`config.mk`:
```
export PLATFORM = sky130hd
export DESIGN_NAME = mae_macc_sequencer
export DESIGN_NICKNAME = d
export VERILOG_FILES = /design/src/rtl/mae_macc_sequencer.sv
export SDC_FILE = /design/constraint.sdc
export NUM_CORES = 1
export LEC_CHECK = 0
export BUFFER_PORTS_ARGS = -buffer_cell sky130_fd_sc_hd__buf_2
export CELL_PAD_IN_SITES_DETAIL_PLACEMENT = 0
export CELL_PAD_IN_SITES_GLOBAL_PLACEMENT = 1
export CORE_MARGIN = 2
export CORE_UTILIZATION = 37
export DETAILED_ROUTE_END_ITERATION = 8
export PLACE_DENSITY = 0.9
export SLEW_MARGIN = 20
export SYNTH_ARGS = -nofsm -noshare
export SYNTH_HDL_FRONTEND = slang
export SYNTH_SLANG_ARGS = --single-unit
```
`constraint.sdc`:
```
create_clock -name CLK -period 3.5 [get_ports CLK]
set_input_delay 0.7 -clock CLK [delete_from_list [all_inputs] [get_ports CLK]]
set_output_delay 0.7 -clock CLK [all_outputs]
set_load 0.01 [all_outputs]
```
`src/rtl/mae_macc_sequencer.sv`:
```
// Job sequencer for one MAE DSP tile used as a multiply-accumulator in feedback mode.
// Streams LEN operand pairs into the tile, steers P enable/feedback, and returns the final P.
`timescale 1ns/1ps

module mae_macc_sequencer #(
    parameter int A_WIDTH   = 18,
    parameter int B_WIDTH   = 18,
    parameter int P_WIDTH   = 40,
    parameter int LEN_WIDTH = 16,
    parameter int MULT_LAT  = 0
) (
    input  logic                 CLK,
    input  logic                 ARST_N,
    input  logic                 START,
    input  logic [LEN_WIDTH-1:0] LEN,
    input  logic                 ABORT,
    output logic                 BUSY,
    input  logic                 IN_VALID,
    output logic                 IN_READY,
    input  logic [A_WIDTH-1:0]   IN_A,
    input  logic [B_WIDTH-1:0]   IN_B,
    output logic [A_WIDTH-1:0]   DSP_A,
    output logic [B_WIDTH-1:0]   DSP_B,
    output logic                 DSP_FDBK_SEL,
    output logic                 DSP_P_EN,
    output logic                 DSP_P_SRST_N,
    input  logic [P_WIDTH-1:0]   DSP_P,
    output logic                 RES_VALID,
    input  logic                 RES_READY,
    output logic [P_WIDTH-1:0]   RES_DATA,
    output logic [1:0]           DBG_STATE
);

    // Handshakes: a transfer happens on a CLK edge where valid and ready are both high;
    // valid never depends on ready, and ABORT overrides every handshake in that cycle.

    localparam int PIPE = MULT_LAT + 1;

    typedef enum logic [1:0] {
        ST_IDLE   = 2'd0,
        ST_RUN    = 2'd1,
        ST_DRAIN  = 2'd2,
        ST_RESULT = 2'd3
    } state_e;

    state_e               state_q, state_d;
    logic [LEN_WIDTH-1:0] len_q, len_d;
    logic [LEN_WIDTH-1:0] count_q, count_d;
    logic [P_WIDTH-1:0]   res_q, res_d;
    logic [A_WIDTH-1:0]   dsp_a_q;
    logic [B_WIDTH-1:0]   dsp_b_q;
    logic [PIPE-1:0]      tok_q, tok_d;
    logic [PIPE-1:0]      first_q, first_d;
    logic                 fdbk_q;
    logic                 srst_n_q;
    logic                 accept;
    logic                 last_pair;

    assign IN_READY  = (state_q == ST_RUN) && (count_q != len_q);
    assign accept    = IN_VALID && IN_READY && !ABORT;
    // count_q < len_q whenever this is used, so the increment cannot wrap
    assign last_pair = ((count_q + LEN_WIDTH'(1)) == len_q);

    // Token bit 0 is the pair now entering DSP_A/B; bit MULT_LAT is the one enabling P.
    always_comb begin
        tok_d   = '0;
        first_d = '0;
        if (!ABORT) begin
            tok_d   = (tok_q << 1) | PIPE'(accept);
            first_d = (first_q << 1) | PIPE'(accept && (count_q == '0));
        end
    end

    always_comb begin
        state_d = state_q;
        len_d   = len_q;
        count_d = count_q;
        res_d   = res_q;
        if (ABORT) begin
            state_d = ST_IDLE;
            count_d = '0;
        end else begin
            case (state_q)
                ST_IDLE: begin
                    if (START) begin
                        count_d = '0;
                        if (LEN != '0) begin
                            len_d   = LEN;
                            state_d = ST_RUN;
                        end else begin
                            res_d   = '0;
                            state_d = ST_RESULT;
                        end
                    end
                end
                ST_RUN: begin
                    if (accept) begin
                        count_d = count_q + LEN_WIDTH'(1);
                        if (last_pair) state_d = ST_DRAIN;
                    end
                end
                ST_DRAIN: begin
                    // Pipe empty means the last P update has already landed on DSP_P.
                    if (tok_q == '0) begin
                        res_d   = DSP_P;
                        state_d = ST_RESULT;
                    end
                end
                ST_RESULT: begin
                    if (RES_READY) state_d = ST_IDLE;
                end
                default: state_d = ST_IDLE;
            endcase
        end
    end

    always_ff @(posedge CLK or negedge ARST_N) begin
        if (!ARST_N) begin
            state_q  <= ST_IDLE;
            len_q    <= '0;
            count_q  <= '0;
            res_q    <= '0;
            dsp_a_q  <= '0;
            dsp_b_q  <= '0;
            tok_q    <= '0;
            first_q  <= '0;
            fdbk_q   <= 1'b0;
            srst_n_q <= 1'b0;
        end else begin
            state_q  <= state_d;
            len_q    <= len_d;
            count_q  <= count_d;
            res_q    <= res_d;
            tok_q    <= tok_d;
            first_q  <= first_d;
            // Loading the first product instead of adding drops any P left by the previous job.
            fdbk_q   <= !(tok_d[MULT_LAT] && first_d[MULT_LAT]);
            srst_n_q <= !ABORT;
            if (accept) begin
                dsp_a_q <= IN_A;
                dsp_b_q <= IN_B;
            end
        end
    end

    assign BUSY         = (state_q != ST_IDLE);
    assign DSP_A        = dsp_a_q;
    assign DSP_B        = dsp_b_q;
    assign DSP_FDBK_SEL = fdbk_q;
    assign DSP_P_EN     = tok_q[MULT_LAT];
    assign DSP_P_SRST_N = srst_n_q;
    assign RES_VALID    = (state_q == ST_RESULT);
    assign RES_DATA     = res_q;
    assign DBG_STATE    = state_q;

endmodule
```
* Word level (Yosys, flattened, before mapping)
Index checks and enable logic that the tools add are counted.
** Storage, ports and cells
- Register bits after elaboration :: 113
- Input port bits :: 98
- Output and inout port bits :: 84
** Operators by class
- $add $sub $neg :: 1
- Equality and inequality tests :: 13
- Mux-type cells :: 18
- Bitwise gates (word level) :: 1
- Reduce and logical (&&, ||, !) cells :: 17
** Operators by type and width (number)
- $mux 40 :: 3
- $pmux 40 s2 :: 1
- $mux 16 :: 3
- $pmux 16 s2 :: 1
- $add 16x1->16 const B :: 1
- $eq 16x16->1 :: 1
- $logic_not 16->1 :: 1
- $ne 16x16->1 :: 1
- $reduce_bool 16->1 :: 1
- $mux 2 :: 7
- $ne 3x3->1 const B :: 4
- $reduce_and 5->1 :: 2
- $pmux 2 s4 :: 1
- $ne 2x2->1 const B :: 3
- $logic_and 1x1->1 :: 5
- $eq 2x2->1 const B :: 2
- $reduce_and 4->1 :: 1
- $reduce_bool 2->1 :: 2
- $ne 3x2->1 const B :: 1
- $reduce_and 3->1 :: 1
- $reduce_bool 3->1 :: 1
- $eq 2x1->1 const B :: 1
- $logic_not 1->1 :: 2
- $logic_not 2->1 :: 1
- 2 further kinds :: 3

* Depth between registers and ports, before layout
- Depth in word-level cells :: 8
- Mapped depth :: 11
- Depth with buffers taken out :: 9

* Worst setup path before layout
Ideal clock, no wire load.
- Path kind :: flip-flop to flip-flop
- Start :: register count_q[0]
- End :: register state_q[1] (netlist: DBG_STATE[1])
- Library setup time :: 125 ps
- Arrival time :: 2490 ps
- Data required time :: 3375 ps
- Setup slack :: 885 ps
- Cell stages (with the launch flop) :: 9
- Buffers on the path :: 0
- Cells stage by stage :: dfrtp_1 ha_1 nand4_1 nor2_1 xnor2_1 o2111ai_1 or4_4 o31ai_4 mux2_4
** On the way
- Cells in the longest elaborated chain, start to end :: 6
- Elaborated cells on any way between the ends :: 9
- Classes of those cells :: add/sub: 1; eq/ne: 4; reduce/logical: 4
** Ends and longest elaborated chain
- from (decl) :: line 48 : logic [LEN_WIDTH-1:0] count_q, count_d;
- from (signal assigned) :: line 132 : count_q <= count_d;
- branches (longest 5 deep; another with $add 16x1->16)
- $reduce_and 5->1 (no line) *
- to (signal assigned) :: line 130 : state_q <= state_d;
- to (decl) :: line 46 : state_e state_q, state_d;
Mark *: on every way between the ends.
A chain may end at the register's enable or synchronous reset.

* Final worst setup path
Ends and elaborated chain as after synthesis.

==> metrics.txt <==
status=finished clean; cell taking the most area after synthesis=dfrtp_1; max-cap viol count=0; Tmin final=around 3 ns; Die X=125 um; GP Congestion=0.872; largest net degree at the start of global routing=62; Pint=about 3700 uW; register area share after synthesis=between 50% and 60%; Crit Path Class=reg2reg; DRT iter0 DRCs=273; Cells after Synth=597; total CTS buffers=17; vias per cell=4.94; clock root buffer=clkbuf_16; Peak VDD IR=0.420 mV; routed len/inst=15.3 um; share of the synthesized area in the top cell type=a little over half; logic gate share of total power=31.4%; Fin Clk Skew=0.00907 ns; Reg power frac=35.9%; H-Tree Depth=4; Setup WS post-layout=0.587 ns; final hold vios=0; clk slew on worst S/H paths=approximately 0.05 ns; commonest non-fill, non-tap cell in the layout=nand2_1; worst-path fanout max=8; vias in the first global route=4,759; Final ANT Viol Nets=0; dpl ws=0.622 ns; die area=0.0156 sq mm; Distinct cells, synth=51; worst slew pin tran=0.703 ns; Synth Cell Area=0.00542 sq mm; wirelength, routed=between 10,000 and 15,000 um; Vert. Die Dim=125 um; Critical Path Sink Type=flop; largest cells by area after synthesis=dfrtp_1 52%, nand2_1 15%, nand3_1 4.2%, mux2_2 3.3%, mux2i_1 2.8%; Leak=approximately 0.0038 uW; pwr/cell area=791 mW/mm^2; Worst path max stage delay=0.54 ns; Critical Path AT=3.21 ns; fillcell total=~1,400; Starting Density=between 30% and 40%; max-slew violations=0; clock sink count=between 100 and 150; Crit-path slowest cell=or4_4; Slew Limit Headroom=between 50% and 60%; clock share of power=32.7%; Via Count=around 4,800; Area Overhead vs Synth=31.0%; YS warnings=0; Multi-input gate area=0.00237 sq mm; Post-Syn Nets=702; total congestion overflow=0; initial antenna violation count=0; I/O pin total=182; worst hold path type=in2async; CORE AREA=0.0144 sq mm; critical path startpoint category=flop; commonest cells after routing, fill and taps aside=213 x nand2_1, 180 x buf_2, 113 x dfrtp_1; Placement Rows=44; Max clock buf depth=2; post-CTS sizing=0; fraction of layout cells with a size suffix above 1=roughly a third; final period utilization=83.2%; dpl hpwl=10,300 um; f_max=343 MHz; Final setup violation count=0; Nets=874; Req. time, crit path=3.79 ns; switching share of total power=34.4%; total track usage=19.7%; Reg area=between 0.002 and 0.003 sq mm; crit path cell chain=ha_1, nand4_1, nor2_1, xnor2_1, o2111ai_1, or4_4, o31ai_4, mux2_4; Pre-Repair DR Iteration Count=4; # Post-CTS Setup Buffers=0; DR DRC count=0; synthesized flop and latch total=113; quantity of I/O buffers inserted on ports=181; Psw=1930 uW; RSZ-0062 raised after global routing=no; diode count=0; syn_area_per_cell=9.08 sq um; clock latency on the worst-skew pair=just over 0.4 ns; cells on worst reg2reg path=8; final setup TNS=0 ns; CTS tree=yes; Hold-fix buffers, CTS=0; global-route wire length before repair=24,600 um
metal layers:
metal | up-vias | wire length (um) | GRT usage (%)
met3 | 23 | 1000 | 5.95
met4 | 0 | 346 | 7.71
met2 | 170 | 6770 | 30.3
met5 | - | 0 | 0
met1 | 2250 | 6610 | 26.2
li1 | 2322 | - | -
logic make-up after synthesis:
logic type	Yosys count	synth area share, %
simple gates	324	26.2
flops	113	52.2
buf+inv	52	4.32
compound gates	46	5.61
mux	32	6.37
xor+xnor	23	3.72
fa+ha+maj	7	1.62
sequential cells by signal, indices dropped and copies added (netlist names):
signal / flops
RES_DATA: 40
DSP_A: 18
DSP_B: 18
count_q: 16
len_q: 16
DBG_STATE: 2
DSP_FDBK_SEL: 1
DSP_P_EN: 1
DSP_P_SRST_N: 1
worst max-delay path: cells and delay by family, from the launching register on:
family | cells | cell delay [ns]
compound gates | 2 | 0.42
simple gates | 3 | 1.19
flops | 1 | 0.46
xor+xnor | 1 | 0.16
fa+ha+maj | 1 | 0.25
mux | 1 | 0.32
per-stage QoR:
stage | total power [uW] | cell area (sq um) | util, % | cells | hold WS (ns)
after floorplan | 3070 | 5420 | - | 597 | 0.404
after global placement | 3770 | 6470 | 44.9 | 934 | 0.444
after detailed placement | 3810 | 6470 | 44.9 | 934 | 0.450
after CTS | 5670 | 7100 | 49.2 | 965 | 0.357
after global routing | 6000 | 7100 | 49.2 | 965 | 0.389
final | 5620 | 7100 | 49.2 | 965 | 0.330
synth_stat cells, drive strengths merged:
master and n:
a21boi 3, a21oi 15, o311a 1, dfrtp 113, a22oi 4, nor4b 3, or3 1, mux2 17
a31oi 1, xor2 15, a22o 1, nand2 213, mux2i 15, a21o 2, buf 12, and3b 1
xnor2 8, clkbuf 25, and4 1, nand3b 2, clkinv 1, or4 3, nor3 10, ha 7
o2bb2ai 1, and3 3, nor4 10, o31ai 2, nand4 6, o21ai 11, o211ai 1, o22ai 1
a211oi 1, nor3b 1, o2111ai 1, nand3 45, nor2b 1, nor2 23, nand4b 1, inv 14
o32ai 1
power by group through the flow:
stage	Combinational, uW	Clock (uW)	Sequential [uW]
floorplan	921	0	2150
global placement	1760	0	2010
detailed placement	1790	0	2020
CTS	1780	1870	2020
global route	1980	1950	2070
finish	1760	1840	2010
final cells by class:
class	count	area share, %
repair buffers	190	13.9
multi-input cells	432	33.4
clock inverters	10	2.22
clock buffers	21	6.63
flip-flops and latches	113	39.8
well taps	184	3.24
inverters	15	0.793
path summary, 6_finish.rpt:
path                                               from                  endpoint  slack, ns
worst max-delay path             count_q[0]$_DFFE_PN0P_  DBG_STATE[1]$_DFFE_PN0P_       0.59
worst min-delay path                             ARST_N     DSP_A[17]$_DFFE_PN0P_       0.33
worst max register to register   count_q[0]$_DFFE_PN0P_  DBG_STATE[1]$_DFFE_PN0P_       0.59
worst min register to register  RES_DATA[8]$_DFFE_PN0P_   RES_DATA[8]$_DFFE_PN0P_       0.46
max in group asynchronous                        ARST_N   RES_DATA[2]$_DFFE_PN0P_       2.38
min in group CLK                RES_DATA[8]$_DFFE_PN0P_   RES_DATA[8]$_DFFE_PN0P_       0.46
Note: power is estimated with default switching activity, not from simulation.
